--- src/rtl/apb_mem_pkg.sv ---
// apb_mem_pkg: shared types and defaults for the APB memory slave.
//   state_e      debug/FSM state encoding reported on the slave's state port
//   *_DEF        default bus widths and the reserved slave-ID address
//   WCNT_W       width of the per-transfer wait-state counter
package apb_mem_pkg;

  localparam int         ADDR_W_DEF  = 8;
  localparam int         DATA_W_DEF  = 8;
  localparam logic [7:0] ID_ADDR_DEF = 8'hFF;
  localparam int         WCNT_W      = 4;

  typedef enum logic [2:0] {
    IDLE   = 3'd0,
    SETUP  = 3'd1,
    WAIT   = 3'd2,
    ACCESS = 3'd3,
    ERROR  = 3'd4
  } state_e;

endpackage

--- src/rtl/apb_wait_counter.sv ---
// apb_wait_counter: wait-state down-counter for one APB transfer.
//   clk, rst_n   clock, async active-low reset (count clears to 0)
//   load_i       load load_val_i (SETUP cycle)
//   dec_i        decrement by one, saturating at 0 (WAIT cycle)
//   load_val_i   wait states requested for this transfer
//   zero_o       count is zero: the transfer may complete
module apb_wait_counter
  import apb_mem_pkg::*;
(
  input  logic              clk,
  input  logic              rst_n,
  input  logic              load_i,
  input  logic              dec_i,
  input  logic [WCNT_W-1:0] load_val_i,
  output logic              zero_o
);

  logic [WCNT_W-1:0] cnt_q, cnt_d;

  always_comb begin
    cnt_d = cnt_q;
    if (load_i)                   cnt_d = load_val_i;
    else if (dec_i && cnt_q != '0) cnt_d = cnt_q - 1'b1;
  end

  always_ff @(posedge clk or negedge rst_n) begin
    if (!rst_n) cnt_q <= '0;
    else        cnt_q <= cnt_d;
  end

  assign zero_o = (cnt_q == '0);

endmodule

--- src/rtl/apb_mem_slave.sv ---
// apb_mem_slave: APB slave front end for a single-port synchronous memory.
//   APB side : psel, penable, pwrite, paddr, pwdata -> prdata, pready, pslverr
//   Config   : wait_cycles (sampled in SETUP), id (returned at ID_ADDR)
//   Memory   : mem_ce, mem_rden, mem_wren, mem_addr, mem_wdata <- mem_rdata
//              (mem_rdata has one cycle of read latency)
//   Debug    : state (IDLE/SETUP/WAIT/ACCESS/ERROR)
// Build option APB_MEM_SLAVE_WAIT_STATES_EN: when defined, a wait-state
// counter stretches each transfer by wait_cycles; otherwise every transfer
// completes in its first ACCESS cycle and wait_cycles is ignored.
module apb_mem_slave
  import apb_mem_pkg::*;
#(
  parameter int                ADDR_W  = ADDR_W_DEF,
  parameter int                DATA_W  = DATA_W_DEF,
  parameter logic [ADDR_W-1:0] ID_ADDR = ADDR_W'(ID_ADDR_DEF)
) (
  input  logic              clk,
  input  logic              rst_n,
  input  logic              psel,
  input  logic              penable,
  input  logic              pwrite,
  input  logic [ADDR_W-1:0] paddr,
  input  logic [DATA_W-1:0] pwdata,
  output logic [DATA_W-1:0] prdata,
  output logic              pready,
  output logic              pslverr,
  input  logic [WCNT_W-1:0] wait_cycles,
  input  logic [1:0]        id,
  output logic              mem_ce,
  output logic              mem_rden,
  output logic              mem_wren,
  output logic [ADDR_W-1:0] mem_addr,
  output logic [DATA_W-1:0] mem_wdata,
  input  logic [DATA_W-1:0] mem_rdata,
  output logic [2:0]        state
);

  state_e st;
  logic   prev_setup_q, prev_setup_d;
  logic   cont;      // ACCESS phase is a legal continuation of a transfer
  logic   cnt_zero;
  logic   is_id;

  assign is_id = (paddr == ID_ADDR);

`ifdef APB_MEM_SLAVE_WAIT_STATES_EN
  // prev_setup only covers the first ACCESS cycle; was_wait carries legality
  // through the later cycles of a stretched transfer.
  logic was_wait_q, was_wait_d;

  apb_wait_counter u_wcnt (
    .clk        (clk),
    .rst_n      (rst_n),
    .load_i     (st == SETUP),
    .dec_i      (st == WAIT),
    .load_val_i (wait_cycles),
    .zero_o     (cnt_zero)
  );

  assign was_wait_d = (st == WAIT);

  always_ff @(posedge clk or negedge rst_n) begin
    if (!rst_n) was_wait_q <= 1'b0;
    else        was_wait_q <= was_wait_d;
  end

  assign cont = prev_setup_q | was_wait_q;
`else
  logic unused_wait;
  assign unused_wait = ^wait_cycles;
  assign cnt_zero    = 1'b1;
  assign cont        = prev_setup_q;
`endif

  // State is decoded combinationally; holding reset forces IDLE so every
  // strobe and response is quiet while rst_n is low.
  always_comb begin
    st = IDLE;
    if (rst_n && psel) begin
      if (!penable)  st = SETUP;
      else if (cont) st = cnt_zero ? ACCESS : WAIT;
      else           st = ERROR;
    end
  end

  assign prev_setup_d = (st == SETUP);

  always_ff @(posedge clk or negedge rst_n) begin
    if (!rst_n) prev_setup_q <= 1'b0;
    else        prev_setup_q <= prev_setup_d;
  end

  // Reads strobe from SETUP onward so the registered memory data is ready
  // in the completing cycle; writes strobe only in the completing cycle so
  // an aborted transfer never touches memory.
  always_comb begin
    mem_rden = 1'b0;
    mem_wren = 1'b0;
    pready   = 1'b0;
    pslverr  = 1'b0;
    prdata   = '0;
    case (st)
      SETUP, WAIT: mem_rden = ~pwrite & ~is_id;
      ACCESS: begin
        pready   = 1'b1;
        mem_rden = ~pwrite & ~is_id;
        mem_wren = pwrite & ~is_id;
        if (!pwrite) prdata = is_id ? DATA_W'(id) : mem_rdata;
      end
      ERROR: begin
        pready  = 1'b1;
        pslverr = 1'b1;
      end
      default: ;
    endcase
  end

  assign mem_ce    = mem_rden | mem_wren;
  assign mem_addr  = paddr;
  assign mem_wdata = pwdata;
  assign state     = st;

endmodule

--- config.mk ---
export PLATFORM = sky130hd
export DESIGN_NAME = apb_mem_slave
export DESIGN_NICKNAME = d
export VERILOG_FILES = /design/src/rtl/apb_mem_pkg.sv /design/src/rtl/apb_wait_counter.sv /design/src/rtl/apb_mem_slave.sv
export SDC_FILE = /design/constraint.sdc
export NUM_CORES = 1
export LEC_CHECK = 0
export ABC_AREA = 1
export CORE_UTILIZATION = 20
export CTS_BUF_LIST = sky130_fd_sc_hd__clkbuf_8
export DETAILED_ROUTE_END_ITERATION = 12
export GPL_TIMING_DRIVEN = 0
export PLACE_DENSITY = 0.81
export SETUP_SLACK_MARGIN = 0.05
export SYNTH_ARGS = -nofsm -noshare
export SYNTH_HDL_FRONTEND = slang
export SYNTH_SLANG_ARGS = --single-unit
--- constraint.sdc ---
create_clock -name clk -period 1.2 [get_ports clk]
set_input_delay 0.3 -clock clk [delete_from_list [all_inputs] [get_ports clk]]
set_output_delay 0.3 -clock clk [all_outputs]
set_load 0.05 [all_outputs]
; After elaboration in Yosys (flattened, before gate mapping)
; Cells that the tools add are included.
[op_classes]
order_cmp = 0
n_addsub = 0
n_mul = 0
reduce_logical = 3
eq_ne = 5
bitwise_logic = 5
n_div = 0
shifts = 0
n_mux = 10
[ops]
columns = cell, count
row1 = $mux W8, 3
row2 = $mux W3, 3
row3 = $eq A8 B8 Y1 const B, 1
row4 = $eq A3 B2 Y1 const B, 2
row5 = $mux W1, 4
row6 = $eq A3 B1 Y1 const B, 1
row7 = $eq A3 B3 Y1 const B, 1
row8 = $reduce_or A3 Y1, 1
row9 = $and A1 B1 Y1, 2
row10 = $not A1 Y1, 2
row11 = $reduce_or A2 Y1, 1
row12 = $logic_and A1 B1 Y1, 1
row13 = $or A1 B1 Y1, 1
[totals]
output_inout_bits = 32
n_memories = 0
input_bits = 35
romBits = 0
reg_bits = 1
latchBits = 0
ramBits = 0
word_cells = 24

; Longest topological paths before layout
; Gate-level depths: netlist (run 1).
[depth]
ltp_word = 7
depth_mapped = 6
ltp_nobuf = 6

; Worst setup path after synthesis (run 1)
; OpenSTA, ideal clock, no wires.
[synth_timing]
path_type = register to output
from = reg prev_setup_q (netlist: cont)
to = out mem_ce
path_buffers = 0
arrival_time_ps = 1847
path_slack_ps = -947
stages_incl_launch_ff = 5
t_required_ps = 900
cell_sequence = dfrtp_1 > nand2_1 > a21oi_1 > nand3_1 > nand2_1
[synth_between]
elab_chain_cells = 7
word_cells_on_any_way = 10
cone_classes = 3 x eq/ne / 5 x mux / 1 x bitwise / 1 x reduce/logical
[synth_rtl]
columns = item, line_no
row1 = "start, declared", apb_mem_slave.sv:39  ; logic prev_setup_q, prev_setup_d;
row2 = "start signal, assigned", apb_mem_slave.sv:90  ; else prev_setup_q <= prev_setup_d;
row3 = $mux W3 (*), apb_mem_slave.sv:81  ; else if (cont) st = cnt_zero ? ACCESS : WAIT;
row4 = $mux W3 (*), apb_mem_slave.sv:80  ; if (!penable) st = SETUP;
row5 = $mux W3 (*), apb_mem_slave.sv:79  ; if (rst_n && psel) begin
row6 = via state[0], apb_mem_slave.sv:35  ; output logic [2:0] state
row7 = $eq A3 B1 Y1 / $eq A3 B2 Y1 (equally long branches), apb_mem_slave.sv:102  ; case (st)
row8 = $reduce_or A3 Y1 (no line), -
row9 = $mux W1, -
row10 = $or A1 B1 Y1 (*), apb_mem_slave.sv:118  ; assign mem_ce = mem_rden | mem_wren;
row11 = "end, declared", apb_mem_slave.sv:29  ; output logic mem_ce,
; Mark *: on every way through the listed nets, which the timed path passes. The rest lies on a longest branch.

; Worst setup path after layout (run 1)
[layout_timing]
from = in rst_n
to = out prdata[4]
[layout_between]
elab_chain_cells = 4
[layout_rtl]
columns = item, line_no
row1 = "start, declared", apb_mem_slave.sv:18  ; input logic rst_n,
row2 = $logic_and A1 B1 Y1, apb_mem_slave.sv:79
row3 = $mux W3, apb_mem_slave.sv:79
row4 = $eq A3 B2 Y1, apb_mem_slave.sv:102
row5 = $mux W8, apb_mem_slave.sv:102
row6 = "end, declared", apb_mem_slave.sv:24  ; output logic [DATA_W-1:0] prdata,
; No other way between the ends.

==> impl_metrics.yaml, run 1 <==
status:
  outcome: "finished with violations"
  violations: "setup timing"
synth:
  synth_cell_types: 13
  synthesis.nets: 99
  synth-main-ff-cell: "dfrtp_1"
  yosys-top-cells-area: "buf_4, nand2_1, inv_1, nor2_1, dfrtp_1"
  syn_area_sq_um: 365.4
  synth-edff-count: 0
  yosysWarnings: 0
  synth_common_cells: "buf_4, nand2_1, inv_1, nor2_1, nand3_1"
  synth-seq-cells: 1
  avgSynthCellArea_sq_um: 5.709
  synth.largest_area_cell: "buf_4"
  synthCells: 64
  yosysSeqAreaShare_pct: 6.849
  synth_top_area_share_pct: 32.88
  ys_async_sr_fraction_pct: 100.0
  yosysMostFrequentCell: "buf_4"
global_route:
  grt-ovfl-total: 0
  grt_max_degree: 9
  grt_pass1_vias: 629
  grt_pass1_wl_mm: 2.539
  grt_usage_pct: 16.45
  antenna_found_initial: 0
setup_path:
  crit_fanout: 4
  end_kind: "primary output"
  start_kind: "input port"
  critPathArrivalTime_ns: 1.12
  crit_required_ns: 0.90
  worst-setup-path-type: "in -> out"
finish:
  nets: 170
  fillers: 127
  diodes: 0
  fin_util_pct: 81.01
  largest_reg_flops: 1
  area_growth_pct: 282.9
  drive_above_1_share_pct: 86.47
  fin_area_sq_um: 1399
timing:
  fin_ws_ns: -0.2233
  tns_ns: -2.368
  rsz0062_at_grt: "true"
  timing.final.crit_period_ns: 1.423
  worst_pin_slew_ns: 0.2842
  report.final.hold_viol_count: 0
  final_max_slew_viol_count: 0
  fin_crit_sh_pct: 118.6
  slew_headroom_pct: 81.14
  finalSetupViolations: 15
  fmax_mhz: 702.6
clocking:
  path_clk_slew_ns: 0
power:
  power.density_nw_per_um2: 343.7
  vdd_drop_max_mv: 0.3623
  p_leak_uw: 0.0006660
  total_power_uw: 480.7
route:
  drc: 0
  drt_iter0_markers: 4
  ant_nets: 0
  dr_total_vias: 666
  via_per_inst: 4.215
  wire_per_inst_microns: 11.89
  routed_wl_mm: 1.879
  drt_first_pass_iters: 2
floorplan:
  die_height_microns: 44.74
  core_area_sq_um: 1727
  rows: 15
  num_io_pins: 67
  start_util_pct: 21.16
  dieArea_sq_um: 2002
  die_w_microns: 44.74
placement:
  dp_slack_ns: -1.422
  placed_cell_area_sq_um: 1008
  dp_hpwl_mm: 1.186
  routabilityCongestion: 0.6362
  port_buffers: 54
hold_path:
  hp-class: "in -> async"
flow_run:
  drv_cap: 0
-- layer usage --
metal / track usage [%] / share of wire [%]
met5: 0 / 0
met1: 15.94 / 31
met2: 37.06 / 63
met4: 1.818 / 1.0
met3: 1.200 / 5.4
-- area by class of cell --
cell class | instances | area [sq um] | area share (%)
Buffer | 16 | 120.1 | 8.587
Multi-Input combinational cell | 39 | 404.1 | 28.89
Tap cell | 25 | 31.28 | 2.236
Timing Repair Buffer | 69 | 772.0 | 55.19
Inverter | 8 | 46.29 | 3.309
Sequential cell | 1 | 25.02 | 1.789
-- logic make-up after synthesis --
kind of cell | Yosys count | share of synthesized area [%]
buffers and inverters | 24 | 41.44
AO/OA/AOI/OAI | 3 | 4.108
AND/OR/NAND/NOR | 36 | 47.60
flip-flops | 1 | 6.848
-- where the power goes --
part,switching (uW),total (uW),internal (uW),leakage (uW)
sequential,1.31,37.0,35.6,0.0000135
combinational,242,444,202,0.000653
clock,0,0,0,0
total,243,481,237,0.000666
-- critical path: stages --
cell and delay [ns]:
buf_8 0.09, nand2_8 0.06, nor2_4 0.17, nand2_4 0.11, buf_12 0.16, nor2_4 0.08
buf_6 0.16
-- how the worst max path moves through the flow --
stage,from,end,slack [ns],cells after the start
global route,rst_n,prdata[3],-0.27,7
detailed placement,rst_n,prdata[1],-1.42,8
CTS,cont,prdata[0],-0.22,7
floorplan,cont,prdata[2],-0.52,4
finish,rst_n,prdata[4],-0.22,7
global placement,rst_n,prdata[1],-1.39,8
-- cell usage in the layout (no fill, tap or decap) --
| cell | instances |
|---|---|
| buf_4 | 26 |
| buf_2 | 1 |
| nand2_1 | 1 |
| buf_6 | 20 |
| nand2_2 | 7 |
| clkdlybuf4s15_2 | 15 |
| nor2_2 | 1 |
| dfrtp_1 | 1 |
| nor3_4 | 2 |
| clkinv_4 | 1 |
| dlygate4sd2_1 | 8 |
| nand3_1 | 3 |
| clkdlybuf4s50_1 | 1 |
| inv_1 | 3 |
| dlymetal6s2s_1 | 1 |
| clkinvlp_4 | 3 |
| buf_8 | 11 |
| nand3_4 | 2 |
| nand2_4 | 8 |
| a21oi_2 | 2 |
| inv_2 | 1 |
| nor2_4 | 11 |
| buf_12 | 2 |
| a21oi_4 | 1 |
| nand2_8 | 1 |
-- stage by stage --
stage          hold slack, ns  instances
2_1_floorplan        0.004409         64
3_3_place_gp           0.4855        143
3_5_place_dp           0.4903        143
4_1_cts               0.08624        153
5_1_grt               0.08446        158
6_report              0.08051        158
-- repair_timing --
action,4_1_cts,5_1_grt
hold buffers,0,0
endpoints found under the setup margin,33,18
gates cloned,0,0
gates resized for setup,261,25
setup buffers,10,6
pin swaps,24,11
Power figures use the tool's default switching activity.
==> run 2: changes to the inputs <==
--- a/config.mk
+++ b/config.mk
@@ -7,7 +7,7 @@
 export LEC_CHECK = 0
 export ABC_AREA = 1
 export CORE_UTILIZATION = 20
-export CTS_BUF_LIST = sky130_fd_sc_hd__clkbuf_8
+export CTS_BUF_LIST = sky130_fd_sc_hd__clkbuf_16
 export DETAILED_ROUTE_END_ITERATION = 12
 export GPL_TIMING_DRIVEN = 0
 export PLACE_DENSITY = 0.81
==> results of run 2 <==
Same layout as run 1: the final DEF is identical, and so are final timing and power.
==> run 3: changes to the inputs <==
--- a/config.mk
+++ b/config.mk
@@ -8,6 +8,7 @@
 export ABC_AREA = 1
 export CORE_UTILIZATION = 20
 export CTS_BUF_LIST = sky130_fd_sc_hd__clkbuf_16
+export CTS_CLUSTER_DIAMETER = 100
 export DETAILED_ROUTE_END_ITERATION = 12
 export GPL_TIMING_DRIVEN = 0
 export PLACE_DENSITY = 0.81
==> results of run 3 <==
Same layout as run 1: the final DEF is identical, and so are final timing and power.
